[src/rtl/seq_mac_neuron.sv]
// Time-multiplexed fixed-point neuron: one MAC per beat, then bias, round, saturate/wrap, ReLU.
// Optional clamping is enabled by defining SEQ_MAC_NEURON_SAT_EN; otherwise the result wraps.
module seq_mac_neuron #(
    parameter int unsigned DATA_W    = 16,
    parameter int unsigned WEIGHT_W  = 16,
    parameter int unsigned BIAS_W    = 32,
    parameter int unsigned FRAC_BITS = 8,
    parameter int unsigned N_INPUTS  = 16,
    parameter int unsigned ACC_W     = 40,
    parameter int unsigned OUT_W     = 16
) (
    input  logic                clk,
    input  logic                rst_n,
    input  logic                cfg_relu_i,
    input  logic [BIAS_W-1:0]   bias_i,
    input  logic                x_valid_i,
    output logic                x_ready_o,
    input  logic [DATA_W-1:0]   x_data_i,
    input  logic [WEIGHT_W-1:0] w_data_i,
    output logic                out_valid_o,
    input  logic                out_ready_i,
    output logic [OUT_W-1:0]    out_data_o,
    output logic                out_sat_o,
    output logic                busy_o
);

    localparam int unsigned PROD_W  = DATA_W + WEIGHT_W;
    localparam int unsigned CNT_W   = (N_INPUTS > 1) ? $clog2(N_INPUTS) : 1;
    localparam int unsigned ACC_MIN = PROD_W + $clog2(N_INPUTS) + 1;
    // Two guard bits: one for the bias add, one for the rounding constant.
    localparam int unsigned SUM_W   = ACC_W + 2;
    localparam logic [SUM_W-1:0] RND = SUM_W'(1) << (FRAC_BITS - 1);

    if (FRAC_BITS < 1) begin : g_bad_frac
        $error("seq_mac_neuron: FRAC_BITS must be >= 1");
    end
    if (N_INPUTS < 1) begin : g_bad_n
        $error("seq_mac_neuron: N_INPUTS must be >= 1");
    end
    if (ACC_W < ACC_MIN || ACC_W < BIAS_W + 1) begin : g_bad_acc
        $error("seq_mac_neuron: ACC_W too narrow for the product sum or the bias");
    end
    if (OUT_W >= SUM_W) begin : g_bad_out
        $error("seq_mac_neuron: OUT_W must be narrower than ACC_W + 2");
    end

    typedef enum logic [1:0] {StCollect, StFinal, StOut} state_e;

    state_e                   state_q;
    logic signed [ACC_W-1:0]  acc_q;
    logic [CNT_W-1:0]         cnt_q;
    logic                     x_ready_q;
    logic                     out_valid_q;
    logic [OUT_W-1:0]         out_data_q;
    logic                     out_sat_q;
    logic                     busy_q;

    logic signed [PROD_W-1:0] prod;
    logic signed [ACC_W-1:0]  prod_ext;
    logic signed [SUM_W-1:0]  sum;
    logic [OUT_W-1:0]         sat_val;
    logic                     sat_flag;
    logic [OUT_W-1:0]         res_val;

    assign prod     = $signed(x_data_i) * $signed(w_data_i);
    assign prod_ext = {{(ACC_W - PROD_W){prod[PROD_W-1]}}, prod};
    assign sum      = $signed({{2{acc_q[ACC_W-1]}}, acc_q})
                    + $signed({{(SUM_W - BIAS_W){bias_i[BIAS_W-1]}}, bias_i})
                    + $signed(RND);

`ifdef SEQ_MAC_NEURON_SAT_EN
    localparam logic signed [SUM_W-1:0] OUT_MAX = {{(SUM_W - OUT_W + 1){1'b0}}, {(OUT_W - 1){1'b1}}};
    localparam logic signed [SUM_W-1:0] OUT_MIN = {{(SUM_W - OUT_W + 1){1'b1}}, {(OUT_W - 1){1'b0}}};

    logic signed [SUM_W-1:0] r;
    assign r = sum >>> FRAC_BITS;

    always_comb begin
        sat_val  = r[OUT_W-1:0];
        sat_flag = 1'b0;
        if (r > OUT_MAX) begin
            sat_val  = OUT_MAX[OUT_W-1:0];
            sat_flag = 1'b1;
        end else if (r < OUT_MIN) begin
            sat_val  = OUT_MIN[OUT_W-1:0];
            sat_flag = 1'b1;
        end
    end
`else
    assign sat_val  = OUT_W'(sum >>> FRAC_BITS);
    assign sat_flag = 1'b0;
`endif

    assign res_val = (cfg_relu_i && sat_val[OUT_W-1]) ? '0 : sat_val;

    always_ff @(posedge clk or negedge rst_n) begin
        if (!rst_n) begin
            state_q     <= StCollect;
            acc_q       <= '0;
            cnt_q       <= '0;
            x_ready_q   <= 1'b0;
            out_valid_q <= 1'b0;
            out_data_q  <= '0;
            out_sat_q   <= 1'b0;
            busy_q      <= 1'b0;
        end else begin
            unique case (state_q)
                StCollect: begin
                    if (x_valid_i && x_ready_q) begin
                        acc_q  <= acc_q + prod_ext;
                        busy_q <= 1'b1;
                        if (cnt_q == CNT_W'(N_INPUTS - 1)) begin
                            cnt_q     <= '0;
                            x_ready_q <= 1'b0;
                            state_q   <= StFinal;
                        end else begin
                            cnt_q <= cnt_q + CNT_W'(1);
                        end
                    end else begin
                        // Covers the first cycle after reset release.
                        x_ready_q <= 1'b1;
                    end
                end
                StFinal: begin
                    out_data_q  <= res_val;
                    out_sat_q   <= sat_flag;
                    out_valid_q <= 1'b1;
                    acc_q       <= '0;
                    state_q     <= StOut;
                end
                StOut: begin
                    if (out_ready_i) begin
                        out_valid_q <= 1'b0;
                        x_ready_q   <= 1'b1;
                        busy_q      <= 1'b0;
                        state_q     <= StCollect;
                    end
                end
                default: begin
                    state_q <= StCollect;
                end
            endcase
        end
    end

    assign x_ready_o   = x_ready_q;
    assign out_valid_o = out_valid_q;
    assign out_data_o  = out_data_q;
    assign out_sat_o   = out_sat_q;
    assign busy_o      = busy_q;

endmodule
[config.mk]
export PLATFORM = sky130hd
export DESIGN_NAME = seq_mac_neuron
export DESIGN_NICKNAME = d
export VERILOG_FILES = /design/src/rtl/seq_mac_neuron.sv
export SDC_FILE = /design/constraint.sdc
export NUM_CORES = 1
export LEC_CHECK = 0
export ABC_CLOCK_PERIOD_IN_PS = 7700
export CORE_MARGIN = 2
export CORE_UTILIZATION = 40
export CTS_BUF_LIST = sky130_fd_sc_hd__clkbuf_16
export DETAILED_ROUTE_END_ITERATION = 6
export SKIP_CTS_REPAIR_TIMING = 1
export SYNTH_ARGS = -nofsm -noshare
export SYNTH_HDL_FRONTEND = slang
export SYNTH_SLANG_ARGS = --single-unit
[constraint.sdc]
create_clock -name clk -period 7.7 [get_ports clk]
set_clock_uncertainty 0.1 [all_clocks]
set_input_delay 1.155 -clock clk [delete_from_list [all_inputs] [get_ports clk]]
set_output_delay 1.155 -clock clk [all_outputs]
set_load 0.05 [all_outputs]
==> metrics.csv <==
metric;value;unit
status;complete, no violations;
required;7.79;ns
syn_avg_cell_area;8.95;um^2
dp_slack;0.0492;ns
routedWlPerCell;14.6;um
hpwl;22600;um
worstPathMaxFanout;6;
finalNetCount;1794;
hold_path_class;reg -> reg;
grt_pass1_wl;45000;um
tns;0;ns
die_height;174;um
cap_violations;0;
cts_tree;built;
ioPinCount;89;
antenna_found_initial;0;
synth_edf_count;0;
max_stage_delay;0.68;ns
setup_violations;0;
syn-num-nets;1699;
crit_type;in -> reg;
synth_top_area_share;36.1;%
max_freq;136;MHz
ys_seq_elements;49;
drc;0;
grt_max_degree;51;
via_count;8462;
slowest_stage;clkdlybuf4s50_1;
yosysWarnings;0;
ys_seq_area_share;10.6;%
routed_via_density;4.76;
ant_nets;0;
synth.area.top_cells;fa_1, ha_1, inv_1;
root_buffer;clkbuf_16;
synth.most_common_cell;inv_1;
cts_sinks;49;
row_count;62;
yosys.area.top_type;fa_1;
synth.distinct_cells;61;
synth-main-ff-cell;dfrtp_1;
cts-htree-levels;2;
start_kind;primary input;
dr.first_iter.drc_count;361;
fin_ws;0.365;ns
grt_pass1_vias;8977;
cp_common_cell;fa_1;
post-route-util;46.4;%
relSlewSlack;58.1;%
dieArea;30400;um^2
gp_congestion;0.827;
syn-instance-count;1296;
min_period_over_period;95.3;%
drive_gt1_share;5.39;%
grt_overflow;0;
wl;25900;um
hold_viol;0;
io_buffer_count;79;
drv_slew;0;
syn_to_final_growth;14.4;%
worstPathCellList;clkdlybuf4s50_1 -> nand2_1 -> fa_1 -> inv_1 -> fa_1 -> inv_1 -> fa_1 -> inv_1 -> fa_1 -> fa_1 -> inv_1 -> fa_1 -> inv_1 -> ha_1 -> o21ai_0 -> or4_1 -> a21oi_1 -> a21oi_1 -> a2111oi_1 -> nor3_1 -> o31ai_1;
cts_buffer_depth;2;
clkTransAtPathRegs;0.07;ns
tightest_slew;0.629;ns
clock_latency;0.29;ns
start_util;40.5;%
grtUsageTotal;18.2;%
crit_path_end_kind;flip-flop;
fin_crit;7.33;ns
netlist_area;11600;um^2
design.core.area;28600;um^2
dr.pass1.iters;4;
synthArstFlopShare;100;%
diodes;0;
grt_setup_unrepaired;false;
arrival;7.43;ns
cts_buffers;5;
die_w;174;um
yosys-top-cells-count;inv_1, fa_1, and2_1;
==> cells in the final DEF (no fill, tap or decap), types with 3 or more instances in the layout <==
cell | synthesis | layout
inv_1 | 330 | 330
fa_1 | 209 | 209
and2_1 | 132 | 132
ha_1 | 125 | 125
nand2_1 | 121 | 121
clkdlybuf4s50_1 | 0 | 77
buf_4 | 1 | 53
dfrtp_1 | 49 | 49
xnor2_1 | 47 | 47
o21ai_0 | 32 | 32
nand3_1 | 29 | 28
a21oi_1 | 27 | 27
nor2_1 | 23 | 23
a21o_1 | 13 | 13
a22o_1 | 12 | 12
nor3_1 | 11 | 11
xor2_1 | 9 | 9
nand2b_1 | 6 | 6
nand4_1 | 6 | 6
o21a_1 | 6 | 6
o21ai_1 | 5 | 5
clkbuf_16 | 0 | 5
and3_1 | 4 | 4
a31oi_1 | 4 | 4
a211oi_1 | 3 | 3
o21bai_1 | 3 | 3
o31ai_1 | 3 | 3
==> through the flow <==
stage	instances	hold WS, ns	instance area (um^2)
final	1776	0.402	13300
after global routing	1776	0.427	13300
after CTS	1776	0.403	13300
after detailed placement	1768	0.391	13100
after global placement	1768	0.372	13100
after floorplan	1296	0.351	11600
==> sequential cells by signal (all words and copies together) (netlist names) <==
register / cells
out_valid_o: 1
acc_q: 24
x_ready_o: 1
state_q: 2
busy_o: 1
out_data_o: 16
cnt_q: 4
==> cells by family (layout without fill, tap and decap cells) <==
kind of cell	after synthesis	after routing	synth area share, %
buffers and inverters	376	472	12.3
and+or+nand+nor	346	346	15.3
adders and majority gates	334	334	49.6
AOI/OAI and AO/OA	132	132	7.89
xor gates and xnor gates	56	56	4.23
DFF	49	49	10.6
muxes	2	2	0.173
other	1	1	0.0323
==> critical path, delay by kind of cell <==
family,cells,cell delay (ns)
fa+ha+maj,7,3.50
simple gates,3,0.72
compound gates,5,1.11
buf+inv,6,0.94
==> area by class of cell <==
| class | count | area (um^2) |
|---|---|---|
| fill | 2779 | 15400 |
| multi-input combinational | 871 | 8950 |
| inverter | 330 | 1240 |
| sequential | 49 | 1230 |
| timing repair buffer | 134 | 1230 |
| tap | 384 | 480 |
| clock buffer | 5 | 125 |
| clock inverter | 3 | 21.3 |
==> routing by layer <==
metal | share of wire [%] | wire length (um) | track usage [%]
met5 | 0 | 0 | 0
met1 | 45 | 11600 | 24.5
met3 | 2.1 | 536 | 1.53
met2 | 52 | 13500 | 32.7
met4 | 1.1 | 280 | 2.59
==> path summary, 6_finish.rpt <==
| path | start | slack, ns | depth (start not counted) | to |
|---|---|---|---|---|
| worst max-delay path | x_data_i[7] | 0.37 | 21 | acc_q[22]$_DFFE_PN0P_ |
| worst min-delay path | out_data_o[1]$_DFFE_PN0P_ | 0.40 | 1 | out_data_o[1]$_DFFE_PN0P_ |
| worst max register to register | acc_q[15]$_DFFE_PN0P_ | 2.45 | 17 | acc_q[22]$_DFFE_PN0P_ |
| worst min register to register | out_data_o[1]$_DFFE_PN0P_ | 0.40 | 1 | out_data_o[1]$_DFFE_PN0P_ |
| max in group asynchronous | rst_n | 6.22 | 2 | acc_q[15]$_DFFE_PN0P_ |
| min in group asynchronous | rst_n | 0.87 | 2 | out_valid_o$_DFFE_PN0P_ |
Power is not shown: default switching activity piles up to over one toggle a cycle in this logic, so the estimate is an artifact.
==> RTL edit 1: new RTL, config.mk and constraints unchanged <==
Encoding of `state_e`: now one-hot (3 bits for 3 states).
--- a/src/rtl/seq_mac_neuron.sv
+++ b/src/rtl/seq_mac_neuron.sv
@@ -46,3 +46,3 @@
 
-    typedef enum logic [1:0] {StCollect, StFinal, StOut} state_e;
+    typedef enum logic [2:0] {StCollect = 3'b001, StFinal = 3'b010, StOut = 3'b100} state_e;
 
Formal check against the unedited RTL: no difference found for any inputs over 10 cycles, from zero or initial values and one cycle with rst_n low; not proved beyond that.
==> RTL edit 1 against the unedited design <==
Final cell count decreased by 0.39%. Area after synthesis barely moved. Utilization fell by 0.057 points. Wire length shrank 0.20%. Setup slack better by 0.029 ns. Sequential cell count rose by 1. Sequential share of layout area up 0.21 points. Cell area decreased by 0.12%. Hold slack worse by 0.027 ns. Highest routed layer unchanged.
Power is not shown: default switching activity piles up to over one toggle a cycle in this logic, so the estimate is an artifact.
==> RTL edit 1: results <==
[critical_path]
worst-path-max-fanout = 8
crit_arrival_ns = 7.36
crit_start = x_data_i[5]
timing.rr.start = acc_q[8]

[synth]
netlist_top_cells_area = fa_1 36%, ha_1 13%, dfrtp_1 11%, inv_1 10%, and2_1 7.0%
synthesis.nets = 1695
ys_seq_area_share_pct = 10.8
synth-compound-area-share_pct = 7.13
yosys.area_share.xor_xnor_pct = 4.53
synth_common_cells = 315 x inv_1, 209 x fa_1, 141 x nand2_1
synth_top_family_by_area = adder cells
synth_edf_count = 0
synth_fa_ha_area_share_pct = 49.6
muxShareOfSynthArea_pct = 0.183

[layout]
n_fill_cell = 2720
regMostFlops = acc_q
drive_above_1_share_pct = 5.85
nets = 1787

[global_routing]
grt_pass1_vias = 9182
grt_pass1_wl_mm = 45.4
grt_usage_pct = 18.4
grt_max_degree = 51

[drt]
routed_wirelength_mm = 25.8
vias_per_cell = 4.76
first_iter_violations = 307

[clocking]
cts_buffers = 5

[timing]
setup-tns-final_ns = 0
worstMarginPinSlew_ns = 0.870

[placed_design]
routabilityCongestion = 0.834
dpl_cell_area_um2 = 13100

[hold_path]
min_from = out_data_o[0]

[outcome]
outcome = finished clean
## RTL edit 1: final timing paths
check,endpoint,slack (ns),cells past startpoint
max in group asynchronous,acc_q[7],6.19,2
worst min register to register,out_data_o[0],0.38,2
worst min-delay path,out_data_o[0],0.38,2
worst max-delay path,acc_q[17],0.39,22
worst max register to register,acc_q[17],2.36,18
min in group asynchronous,out_data_o[13],0.86,2
## RTL edit 1: per-stage QoR
step                worst slack [ns]  cells  hold WS, ns  utilization (%)
floorplan                      0.598   1292        0.344                -
global placement               0.173   1761        0.364             45.7
detailed placement             0.129   1761        0.365             45.7
CTS                            0.394   1769        0.380             46.3
global route                  0.0386   1769        0.419             46.3
finish                         0.395   1769        0.375             46.3
## RTL edit 1: cells by family after synthesis
kind of cell / after synthesis
other: 1
XOR/XNOR: 60
AO/OA/AOI/OAI: 117
buffers and inverters: 364
multiplexers: 2
AND/OR/NAND/NOR: 364
flip-flops: 50
adder cells (fa/ha/maj): 334
## RTL edit 1: per-layer routing
metal | GRT usage (%) | wire [µm]
met5 | 0 | 0
met4 | 2.94 | 363
met3 | 1.44 | 475
met2 | 33.9 | 13800
met1 | 23.9 | 11200
## RTL edit 1: final cells by class
cell class / count / area (µm²) / area share, %
clock inverter: 3 / 41.3 / 0.312
clock buffer: 5 / 125 / 0.944
inverter: 315 / 1180 / 8.92
sequential: 50 / 1250 / 9.45
tap: 384 / 480 / 3.63
timing repair buffer: 134 / 1220 / 9.23
multi-input combinational: 878 / 8950 / 67.5
## RTL edit 1: critical path, stage by stage
cell and delay, ns:
clkdlybuf4s50_1 0.63, buf_4 0.27, and2_1 0.16, fa_1 0.48, inv_1 0.06, fa_1 0.43
fa_1 0.50, inv_1 0.06, ha_1 0.31, fa_1 0.54, inv_1 0.06, fa_1 0.53
inv_1 0.04, ha_1 0.23, nor4_1 0.37, o21ai_1 0.18, a31o_1 0.24, a21o_1 0.20
a2111o_1 0.42, a31oi_1 0.20, xor2_1 0.21, o21ai_1 0.08
==> RTL edit 2: new RTL, config.mk and constraints unchanged <==
Without the edit above. Change the parameter `DATA_W` from 16 to 14.
--- a/src/rtl/seq_mac_neuron.sv
+++ b/src/rtl/seq_mac_neuron.sv
@@ -3,3 +3,3 @@
 module seq_mac_neuron #(
-    parameter int unsigned DATA_W    = 16,
+    parameter int unsigned DATA_W    = 14,
     parameter int unsigned WEIGHT_W  = 16,
Ports: changed (resized x_data_i); port bits go from 89 to 87. No check against the original RTL was run, so the function may have changed too.
==> RTL edit 2 against the unedited design <==
Area after synthesis decreased by 7.1%. Synthesized cell count is 7.6% lower. Critical endpoint unchanged. First-iteration DRC count fell by 11%. Wire length fell by 7.1%. Highest routed layer unchanged. Count of clock-buffer cells in the layout unchanged. Sequential cell count unchanged. Sequential share of layout area is 0.75 points higher. Cell area shrank 7.5%. Setup slack lost 0.014 ns.
Power is left out: the tool's default activity adds up to more than one toggle a clock period on the data nets, which glitch-free logic cannot reach.
==> RTL edit 2: results <==
[outcome]
outcome = finished clean

[placed_design]
dp_hpwl_mm = 21.0
pre_cts_slack_ns = 0.0715
io_buffers = 77
dp.cells = 1617
routabilityCongestion = 0.806

[timing]
min_period_ns = 7.35
slew_headroom_pct = 38.2
worst_hold_slack_ns = 0.406

[synth]
synth_common_cells = 271 x inv_1, 196 x fa_1, 135 x nand2_1
ys_seq_area_share_pct = 11.4
ys_types = 51
netlist_top_cells_area = fa_1 36%, ha_1 14%, dfrtp_1 11%, inv_1 9.4%, and2_1 6.2%

[drt]
wl_met2_mm = 12.8
dr.pass1.iters = 5
routed_wirelength_mm = 24.0
wl_met1_mm = 10.3
wl_met3_um = 477
first_iter_violations = 323
vias_per_cell = 4.92

[critical_path]
worstRegToRegCells = 20
slowest_delay_ns = 0.62
crit_arrival_ns = 7.40
timing.rr.start = acc_q[11]
worst-path-max-fanout = 10
r2r_slack_ns = 1.72

[global_routing]
grt_pass1_vias = 8434
grt_pass1_wl_mm = 41.4
grt_max_degree = 50
grt_usage_pct = 18.1

[layout]
n_fill_cell = 2678
nets = 1663
fin_cells = 1625
drive_above_1_share_pct = 5.06

[clocking]
worst_skew_pair.late_latency_ns = 0.30

[hold_path]
min_from = cnt_q[3]
whs_endpoint = cnt_q[3]
RTL edit 2: cell count changes after synthesis, sizes merged, moves of 7 or more:
cell / before / now
a21oi: 27 / 38
a22o: 12 / 1
and2: 132 / 108
fa: 209 / 196
ha: 125 / 117
inv: 330 / 271
nand2: 121 / 135
nor2b: 3 / 10
xnor2: 47 / 35
xor2: 9 / 17
RTL edit 2: cell families after synthesis:
group / synth area share (%)
adder cells (fa/ha/maj): 50.0
other: 0.0348
AND/OR/NAND/NOR: 15.7
XOR/XNOR: 4.23
buffers and inverters: 11.1
multiplexers: 0.221
AO/OA/AOI/OAI: 7.36
flip-flops: 11.4
RTL edit 2: critical path: cells and delay by family:
| family | cells | cell delay, ns |
|---|---|---|
| xor+xnor | 1 | 0.16 |
| simple gates | 1 | 0.30 |
| buf+inv | 6 | 1.01 |
| compound gates | 7 | 1.36 |
| fa+ha+maj | 7 | 3.43 |
RTL edit 2: layout make-up:
cell class | count | area, µm² | area share (%)
multi-input combinational | 834 | 8360 | 68.1
sequential | 49 | 1230 | 9.99
timing repair buffer | 122 | 1110 | 9.01
inverter | 271 | 1020 | 8.28
tap | 341 | 427 | 3.47
clock buffer | 5 | 125 | 1.02
clock inverter | 3 | 17.5 | 0.143
RTL edit 2: through the flow:
step                util [%]  cell area, µm²
finish                  45.9           12300
global route            45.9           12300
CTS                     45.9           12300
detailed placement      45.4           12100
global placement        45.4           12100
floorplan                  -           10800
RTL edit 2: per-layer routing:
layer	vias up	global-route usage (%)
met3	32	1.60
met4	0	4.05
li1	3814	-
met5	-	0
met2	100	32.7
met1	4046	23.6
